$ cat src/rtl/box_overlay_ctrl.sv
// Screen-state controller for the box overlay layer: START/PLAY/PAUSE/GAMEOVER
// sequencing, start-box blink timer, popup cursor and registered pixel compositing.
module box_overlay_ctrl #(
    parameter int          BLINK_FRAMES = 30,
    parameter logic [11:0] GREY_RGB     = 12'h555
) (
    input  logic        clk_in,
    input  logic        rst_in,
    input  logic        new_frame_in,
    input  logic        btn_start_in,
    input  logic        btn_pause_in,
    input  logic        btn_up_in,
    input  logic        btn_down_in,
    input  logic        btn_select_in,
    input  logic        game_over_in,
    input  logic [11:0] start_box_pixel,
    input  logic [11:0] start_blink_box_pixel,
    input  logic [11:0] grid_outline_pixel,
    input  logic [11:0] score_box_pixel,
    input  logic [11:0] score_divider_pixel,
    input  logic [11:0] next_outer_box_pixel,
    input  logic [11:0] next_inner_box_pixel,
    input  logic [11:0] hold_outer_box_pixel,
    input  logic [11:0] hold_inner_box_pixel,
    input  logic [11:0] popup_box_pixel,
    input  logic [11:0] popup_solid_box_pixel,
    input  logic [11:0] option1_box_pixel,
    input  logic [11:0] option1_select_box_pixel,
    input  logic [11:0] option2_box_pixel,
    input  logic [11:0] option2_select_box_pixel,
    output logic [11:0] box_pixel_out,
    output logic [1:0]  state_out,
    output logic        cursor_out,
    output logic        new_game_out,
    output logic        paused_out
);

    localparam int             CW         = (BLINK_FRAMES > 2) ? $clog2(BLINK_FRAMES) : 1;
    localparam logic [CW-1:0]  BLINK_LAST = CW'(BLINK_FRAMES - 1);

    // GREY_RGB is a documentation reference; it must still be a visible colour.
    if (BLINK_FRAMES < 2 || GREY_RGB == 12'h000) begin : g_param_check
        $error("box_overlay_ctrl: BLINK_FRAMES must be >= 2 and GREY_RGB non-zero");
    end

    typedef enum logic [1:0] {
        ST_START    = 2'd0,
        ST_PLAY     = 2'd1,
        ST_PAUSE    = 2'd2,
        ST_GAMEOVER = 2'd3
    } state_t;

    state_t        state_q, state_d;
    logic          cursor_q, cursor_d;
    logic          new_game_d;
    logic [CW-1:0] blink_cnt_q;
    logic          blink_phase_q;
    logic [4:0]    btn_q;
    logic [4:0]    btn_now;
    logic [4:0]    btn_edge;
    logic          start_e, pause_e, up_e, down_e, select_e;
    logic [11:0]   play_layer;
    logic [11:0]   pixel_d;

    assign btn_now  = {btn_select_in, btn_down_in, btn_up_in, btn_pause_in, btn_start_in};
    assign btn_edge = btn_now & ~btn_q;
    assign {select_e, down_e, up_e, pause_e, start_e} = btn_edge;

    // NOTE: every variable gets a default before the case so no path leaves it
    // unassigned -- a missing default here would infer a latch.
    always_comb begin
        state_d    = state_q;
        cursor_d   = cursor_q;
        new_game_d = 1'b0;
        case (state_q)
            ST_START: begin
                if (start_e) begin
                    state_d    = ST_PLAY;
                    new_game_d = 1'b1;
                end
            end
            ST_PLAY: begin
                if (game_over_in) begin
                    state_d  = ST_GAMEOVER;
                    cursor_d = 1'b0;
                end else if (pause_e) begin
                    state_d  = ST_PAUSE;
                    cursor_d = 1'b0;
                end
            end
            ST_PAUSE: begin
                if (pause_e) begin
                    state_d = ST_PLAY;
                end else if (select_e) begin
                    state_d = cursor_q ? ST_START : ST_PLAY;
                end else if (up_e ^ down_e) begin
                    cursor_d = down_e;
                end
            end
            ST_GAMEOVER: begin
                // A select acts on the cursor it sees, so a same-cycle move is dropped.
                if (select_e) begin
                    state_d    = cursor_q ? ST_START : ST_PLAY;
                    new_game_d = ~cursor_q;
                end else if (up_e ^ down_e) begin
                    cursor_d = down_e;
                end
            end
            default: state_d = ST_START;
        endcase
    end

    // NOTE: sequential state uses non-blocking assignments so every register
    // samples pre-edge values regardless of statement order.
    always_ff @(posedge clk_in or posedge rst_in) begin
        if (rst_in) begin
            state_q      <= ST_START;
            cursor_q     <= 1'b0;
            new_game_out <= 1'b0;
            btn_q        <= '0;
        end else begin
            state_q      <= state_d;
            cursor_q     <= cursor_d;
            new_game_out <= new_game_d;
            btn_q        <= btn_now;
        end
    end

    // Blink timer runs only while START is shown and restarts on every entry.
    always_ff @(posedge clk_in or posedge rst_in) begin
        if (rst_in) begin
            blink_cnt_q   <= '0;
            blink_phase_q <= 1'b1;
        end else if (state_q != ST_START && state_d == ST_START) begin
            blink_cnt_q   <= '0;
            blink_phase_q <= 1'b1;
        end else if (state_q == ST_START && new_frame_in) begin
            if (blink_cnt_q == BLINK_LAST) begin
                blink_cnt_q   <= '0;
                blink_phase_q <= ~blink_phase_q;
            end else begin
                blink_cnt_q <= blink_cnt_q + CW'(1);
            end
        end
    end

    assign play_layer = grid_outline_pixel | score_box_pixel | score_divider_pixel |
                        next_outer_box_pixel | next_inner_box_pixel |
                        hold_outer_box_pixel | hold_inner_box_pixel;

    always_comb begin
        pixel_d = play_layer;
        case (state_q)
            ST_START: pixel_d = blink_phase_q ? start_blink_box_pixel : start_box_pixel;
            ST_PLAY:  pixel_d = play_layer;
            default: begin
                if (popup_box_pixel != 12'h000)
                    pixel_d = popup_box_pixel;
                else if ((cursor_q ? option2_select_box_pixel : option1_select_box_pixel) != 12'h000)
                    pixel_d = cursor_q ? option2_select_box_pixel : option1_select_box_pixel;
                else if ((cursor_q ? option1_box_pixel : option2_box_pixel) != 12'h000)
                    pixel_d = cursor_q ? option1_box_pixel : option2_box_pixel;
                else if (popup_solid_box_pixel != 12'h000)
                    pixel_d = popup_solid_box_pixel;
                else
                    pixel_d = play_layer;
            end
        endcase
    end

    always_ff @(posedge clk_in or posedge rst_in) begin
        if (rst_in) box_pixel_out <= 12'h000;
        else        box_pixel_out <= pixel_d;
    end

    assign state_out  = state_q;
    assign cursor_out = cursor_q;
    assign paused_out = (state_q == ST_PAUSE) || (state_q == ST_GAMEOVER);

endmodule

$ cat config.mk
export PLATFORM = sky130hd
export DESIGN_NAME = box_overlay_ctrl
export DESIGN_NICKNAME = d
export VERILOG_FILES = /design/src/rtl/box_overlay_ctrl.sv
export SDC_FILE = /design/constraint.sdc
export NUM_CORES = 1
export LEC_CHECK = 0
export ABC_AREA = 1
export CELL_PAD_IN_SITES_DETAIL_PLACEMENT = 1
export CELL_PAD_IN_SITES_GLOBAL_PLACEMENT = 1
export CORE_AREA = 2 2 73 144
export DETAILED_ROUTE_END_ITERATION = 7
export DIE_AREA = 0 0 75 146
export DONT_BUFFER_PORTS = 1
export HOLD_SLACK_MARGIN = 0.1
export PLACE_DENSITY_LB_ADDON = 0.1
export SKIP_CTS_REPAIR_TIMING = 1
export SYNTH_ARGS = -nofsm -noshare
export SYNTH_HDL_FRONTEND = slang
export SYNTH_SLANG_ARGS = --single-unit
export TNS_END_PERCENT = 5
$ cat constraint.sdc
create_clock -name clk_in -period 4.7 [get_ports clk_in]
set_input_delay 0.47 -clock clk_in [delete_from_list [all_inputs] [get_ports clk_in]]
set_output_delay 0.47 -clock clk_in [all_outputs]
set_load 0.01 [all_outputs]
**Word level (Yosys, flattened, before mapping)**

Cells that the tools add are included.

- Add/subtract/negate cells: 1
- Bitwise operators: 11
- Reduce and logical (&&, ||, !) cells: 15
- Mux-type cells: 30
- Eq/ne operators: 6

Operators by type and width:

| operator | number |
|---|---|
| $mux 12 | 7 |
| $or 12x12->12 | 6 |
| $reduce_bool 12->1 | 4 |
| $pmux 12 s2 | 1 |
| $mux 5 | 3 |
| $mux 1 | 11 |
| $mux 2 | 5 |
| $pmux 2 s4 | 1 |
| $reduce_bool 2->1 | 3 |
| $add 5x1->5 const B | 1 |
| $and 5x5->5 | 1 |
| $eq 5x5->1 const B | 1 |
| $not 5->5 | 1 |
| $eq 2x2->1 const B | 2 |
| $logic_not 2->1 | 2 |
| $ne 3x3->1 const B | 1 |
| $pmux 1 s3 | 1 |
| $reduce_and 3->1 | 1 |
| $reduce_bool 3->1 | 1 |
| $eq 2x1->1 const B | 1 |
| $logic_and 1x1->1 | 2 |
| $ne 2x2->1 const B | 1 |
| $not 1->1 | 2 |
| $pmux 1 s2 | 1 |
| 3 further kinds | 3 |

- Logic and storage cells: 70
- Output and inout port bits: 17
- Register bits: 27
- Input port bits: 189

**Depth between registers and ports, before layout**

Gate-level depths: netlist of run 1.

- Word-level depth: 11
- Mapped depth: 16
- Mapped depth without buffers: 15

**Least setup slack after synthesis of run 1**

No wires, ideal clock.

- Kind: register to register
- Start: reg cursor_q (netlist: cursor_out)
- End: reg box_pixel_out[0]
- Path buffers: 2
- Cell stages (with the launch flop): 15
- Arrival: 1.637 ns
- Required time: 4.581 ns
- Library setup time: 0.119 ns
- Period minus slack after synthesis: 1.756 ns
- Slack: 2.944 ns
- Path through: dfrtp_1 -> buf_6 -> buf_8 -> o21ai_1 -> nand2_1 -> nor2_4 -> nand2_2 -> nor2_4 -> nand2_1 -> nand3_1 -> nand2_1 -> nand2_1 -> nand2_1 -> nand2_1 -> nand2_1

- Word-level cells in the longest chain between the ends: 6
- Elaborated cells on any way between the ends: 8
- Those cells by class: 6 x mux; 2 x reduce/logical

Ends and longest elaborated chain:

| element | line | text |
|---|---|---|
| from (decl) | 54 | `logic cursor_q, cursor_d;` |
| from (signal assigned) | 123 | `cursor_q <= cursor_d;` |
| $mux 12 | 161, 162 |  |
| $reduce_bool 12->1 | 161 | `else if ((cursor_q ? option1_box_pixel : option2_box_pixel) != 12'h000)` |
| $mux 12 | 161 |  |
| $mux 12 (*) | 159 | `else if ((cursor_q ? option2_select_box_pixel : option1_select_box_pixel) != 12'h000)` |
| $mux 12 (*) | 157 | `if (popup_box_pixel != 12'h000)` |
| $pmux 12 s2 (*) | 153 | `case (state_q)` |
| named net pixel_d[0] | 63 | `logic [11:0] pixel_d;` |
| to (signal assigned) | 173 | `else box_pixel_out <= pixel_d;` |
| to (decl) | 31 | `output logic [11:0] box_pixel_out,` |

Mark *: on every way through the listed nets, which the timed path passes. The rest lies on a longest branch.
A chain may end at the register's enable or synchronous reset.

**Final worst setup path of run 1**

- Start: reg cursor_q (netlist: cursor_out)
- End: reg box_pixel_out[1]

The elaborated chain is that of the path after synthesis.

==> results of run 1 <==
-- routing by layer --
layer / global-route usage, % / vias up
met5: 0 / -
met4: 6.61 / 0
met3: 3.19 / 9
met2: 38.2 / 87
met1: 20.8 / 1428
li1: - / 1584
-- cell type report --
type	instances	area, um^2
multi-input combinational	386	1780
fill	1350	6700
timing repair buffer	1	7.51
tap	132	165
clock buffer	4	78.8
sequential	27	677
inverter	96	360
-- flip-flops by register name, indices dropped and copies added (netlist names) --
signal         cells
blink_phase_q      1
box_pixel_out     12
cursor_out         1
btn_q              5
state_out          2
new_game_out       1
blink_cnt_q        5
-- worst register-to-register path, stage by stage, from the launching register on --
cell and delay, ps:
dfrtp_1 670, buf_4 350, inv_2 200, nand2_1 110
nand2_1 70, nor3_1 270, nand2_1 150, nor2_4 260
nand3_1 120, nand2_1 70, nand2_1 50, nand2_1 60
nand2_1 50, nand2_1 70
-- power by group --
group / total [mW] / internal, mW / switching, mW / leakage [nW]
Sequential: 0.423 / 0.312 / 0.112 / 0.323
Clock: 0.207 / 0.117 / 0.0902 / 0.0382
Combinational: 0.662 / 0.208 / 0.454 / 1.26
-- cell families (layout without fill, tap and decap cells) --
kind of cell,count (synthesis),in the layout,synth area share [%]
flops,27,27,23.4
simple gates,312,312,45.9
buf+inv,107,101,15.3
mux,1,1,0.345
compound gates,64,64,11.6
fa+ha+maj,6,6,2.59
xor+xnor,3,3,0.907
-- stage by stage --
step                std cells  total power, mW
finish                    646             1.29
global route              646             1.42
CTS                       646             1.32
detailed placement        642             1.11
global placement          642             1.09
floorplan                 520            0.944
-- cell usage in the layout (no fill, tap or decap), drive strengths merged --
cell type and count:
o22ai 1, o21ai 29, nand3 33, ha 6
inv 94, nor3 12, nor2 61, buf 1
clkinv 2, nand3b 1, nand2 191, nand4 10
or2 3, a21oi 31, a31oi 1, dfrtp 26
and2 1, o21a 1, a22oi 1, dfstp 1
xor2 3, clkbuf 4, mux2i 1
-- path summary, 6_finish.rpt --
path | endpoint | startpoint | depth (start not counted)
min | btn_q[0] | btn_start_in | 0
min reg2reg | blink_cnt_q[4] | blink_cnt_q[4] | 2
min in group asynchronous | state_out[0] | rst_in | 1
max in group asynchronous | box_pixel_out[10] | rst_in | 1
max | box_pixel_out[1] | cursor_out | 13
max reg2reg | box_pixel_out[1] | cursor_out | 13
==> results.cfg, run 1 <==
[timing]
post-route-period-util_pct = 54.5
worstMarginPinSlew_ps = 1090
hold_viol_final = 0
setup_viol = 0
rsz0062_at_grt = false
fin_worst_skew_ps = 3.82
fin_setup_tns_ps = 0
slew_violations = 0
setup_slack_ps = 2140
slew_headroom_pct = 27.1
fmax_mhz = 390
hold_ws_ps = 217
post-route-min-period_ps = 2560

[floorplanning]
dieWidth_um = 75
num_rows = 51
die-area_mm2 = 0.0110
dieHeight_um = 146
initial_core_util_pct = 29.7
core-area_mm2 = 0.00976
ios = 206

[global_route]
antenna_found_initial = 0
track_usage_pct = 20.0
grt_pass1_wl_um = 16800
gr-total-overflow = 0
grt_max_degree = 28
grt_pass1_vias = 3358

[final_layout]
drive_above_1_share_pct = 4.86
n_antenna_cell = 0
fin_util_pct = 31.4
layout.nets = 710
final_cell_area_mm2 = 0.00307
area_delta_synth_final_pct = 5.83

[detailed_routing]
first_pass_iters = 4
drt-initial-drc-count = 102
avgViaCountPerCell = 4.81
wl_per_cell_um = 16.7
wirelength_um = 10800
detail-route-antenna-nets = 0
top_layer = met4
dr_wl_met3_um = 481
wl_met1_um = 3890
drc = 0
via_count = 3108
route.met2.wl_um = 6170

[setup_path]
end_kind = register
path_buf_inv = 2
startpoint_type = register
rrSetupSlack_ps = 2140
worstPathArrival_ps = 2780
cp_slowest_cell = dfrtp_1
critPathRequiredTime_ps = 4910
path_cells = buf_4, inv_2, nand2_1, nand2_1, nor3_1, nand2_1, nor2_4, nand3_1, nand2_1, nand2_1, nand2_1, nand2_1, nand2_1
crit_fanout = 24
max_stage_delay_ps = 670
crit_family = simple AND/OR/NAND/NOR gates
crit_top_cell = nand2_1
crit_type = register to register

[logic_synthesis]
synth_seq_cells = 27
synth-seq-area-share_pct = 23.4
avgSynthCellArea_um2 = 5.57
ys_types = 34
syn_nets = 715
synth-edff-count = 0
syn-cell-area_mm2 = 0.00290
yosysWarningCount = 0
synth_top_area_share_pct = 24.0
yosys-top-cells-count = nand2_1 (185), inv_1 (91), nor2_1 (54), nand3_1 (32), a21oi_1 (31)
yosysTopAreaCell = nand2_1
ys_top_cells_by_area = nand2_1 (24%), dfrtp_1 (22%), inv_1 (12%)
synth_ff_type = dfrtp_1
ys_async_sr_fraction_pct = 100
synthCells = 520
yosysMostFrequentCell = nand2_1

[placed_design]
pre_cts_ws_ps = 2080
hpwl_um = 9640
place.gp.congestion = 0.846
place_area_mm2 = 0.00299
portBuffers = 0

[clock_network]
clk_latency_ps = 270
clk_path_buf_depth = 2
cts_made_buffers = 3
h-tree-depth = 1
cts_root_buffer = clkbuf_16
cts_sinks = 27
clk_pin_slew_ps = 70
cts_tree = done

[min_path]
hold_path_class = input pin to register

[run]
drv_cap = 0

[power_and_ir_drop]
cellLeakagePower_nw = 1.62
power_density_mw_per_mm2 = 421
ir_drop_mv = 0.184

[status]
status = completed
Power figures use the tool's default switching activity.
==> run 2, diff against run 1 <==
- clock period: 4.7 -> 2.2 ns (I/O delays scaled with it)
==> run 2 against run 1 <==
Net effect: via count grew 2.6%; clock power increased by 110%; sequential share of layout area decreased by 0.90 points; non-clock buffer count rose by 13; global-route usage about the same; critical path depth grew 1; largest power group unchanged.
==> results.cfg, run 2 (synthesis results as in run 1) <==
[final_layout]
largest_register = box_pixel_out
drive_above_1_share_pct = 6.26
final_cell_area_mm2 = 0.00320
area_delta_synth_final_pct = 10.3
n_antenna_cell = 0
largest_reg_flops = 12
fin_util_pct = 32.7
finalNonFillerCells = 659
n_fill_cell = 1357
layout.nets = 723
top_regs = box_pixel_out: 12 flops, blink_cnt_q: 5 flops, btn_q: 5 flops
final_cell_mix = nand2_1 (185), inv_1 (91), nor2_1 (54)
layout_commonest_cell = nand2_1

[global_route]
antenna_found_initial = 0
track_usage_pct = 20.1
gr-total-overflow = 0
grt_pass1_vias = 3453
grt_max_degree = 40
grt_pass1_wl_um = 16900

[placed_design]
hpwl_um = 9780
place_area_mm2 = 0.00305
place.gp.congestion = 0.904
dpl.cell_count = 649
portBuffers = 0
pre_cts_ws_ps = 156

[setup_path]
end_kind = register
worstPathArrival_ps = 2150
critPathRequiredTime_ps = 2360
crit_type = register to register
startpoint_type = register
crit_fanout = 18

[floorplanning]
num_rows = 51
initial_core_util_pct = 29.7
dieWidth_um = 75
dieHeight_um = 146
ios = 206
die-area_mm2 = 0.0110
core-area_mm2 = 0.00976

[power_and_ir_drop]
power_density_mw_per_mm2 = 895
ir_drop_mv = 0.397
cellLeakagePower_nw = 1.69

[timing]
fmax_mhz = 504
setup_slack_ps = 214
slew_violations = 0
post-route-period-util_pct = 90.3
post-route-min-period_ps = 1990
fin_worst_skew_ps = 5.77
worstMarginPinSlew_ps = 439
rsz0062_at_grt = true
slew_headroom_pct = 70.7
hold_ws_ps = 132
setup_viol = 0
hold_viol_final = 0

[detailed_routing]
avgViaCountPerCell = 4.84
wirelength_um = 10800
drt-initial-drc-count = 89
detail-route-antenna-nets = 0
first_pass_iters = 4
drc = 0
wl_per_cell_um = 16.4
via_count = 3190

[clock_network]
cts_made_buffers = 3
clk_latency_ps = 270
cts_sinks = 27
cts_root_buffer = clkbuf_16
h-tree-depth = 1
clk_path_buf_depth = 2
cts_tree = done
clk_pin_slew_ps = 70

[run]
drv_cap = 0

[status]
status = completed

[min_path]
hold_path_class = input pin to register
## run 2: cell count changes in the layout (fill, tap and decap cells not counted), sizes merged
cell	before	now
dlygate4sd3	0	6
buf	1	8
## run 2: path summary, 6_finish.rpt
check | start | end | slack [ps] | cells after the start
max | cursor_out | box_pixel_out[1] | 210 | 14
min | popup_box_pixel[0] | box_pixel_out[0] | 130 | 4
max reg2reg | cursor_out | box_pixel_out[1] | 210 | 14
min reg2reg | blink_cnt_q[4] | blink_cnt_q[4] | 590 | 2
max in group asynchronous | rst_in | blink_phase_q | 1430 | 3
min in group asynchronous | rst_in | btn_q[2] | 460 | 3
## run 2: worst max-delay path, cell delays in order, from the launching register on
cell and delay (ps):
dfrtp_1 430, inv_2 300, nand2_1 110, nand2_2 90
nand2_2 60, nor2_4 230, nand2_2 90, nor2_4 140
nand2_1 70, nand3_1 70, nand2_1 60, nand2_1 60
nand2_1 60, nand2_1 50, nand2_1 40
## run 2: cell type report
| cell class | instances | area (um^2) | share of cell area [%] |
|---|---|---|---|
| clock buffers | 4 | 78.8 | 2.47 |
| inverters | 96 | 360 | 11.3 |
| multi-input cells | 386 | 1780 | 55.8 |
| flip-flops and latches | 27 | 677 | 21.2 |
| well taps | 132 | 165 | 5.17 |
| repair buffers | 14 | 133 | 4.15 |
## run 2: metrics by stage
stage	total power [mW]	TNS, ps
2_1_floorplan	2.02	0
3_3_place_gp	2.41	0
3_5_place_dp	2.46	0
4_1_cts	2.90	0
5_1_grt	3.18	-80.5
6_report	2.86	0
## run 2: power breakdown
| group | switching [mW] | internal [mW] |
|---|---|---|
| clock network | 0.184 | 0.249 |
| registers | 0.205 | 0.667 |
| logic | 1.03 | 0.532 |
| total | 1.41 | 1.45 |
## run 2: metal layers
layer	GRT usage (%)	part of all wire (%)	vias to the layer above
li1	-	-	1610
met1	20.6	34	1465
met2	38.5	58	98
met3	2.98	5.0	17
met4	6.96	2.6	0
met5	0	0	-
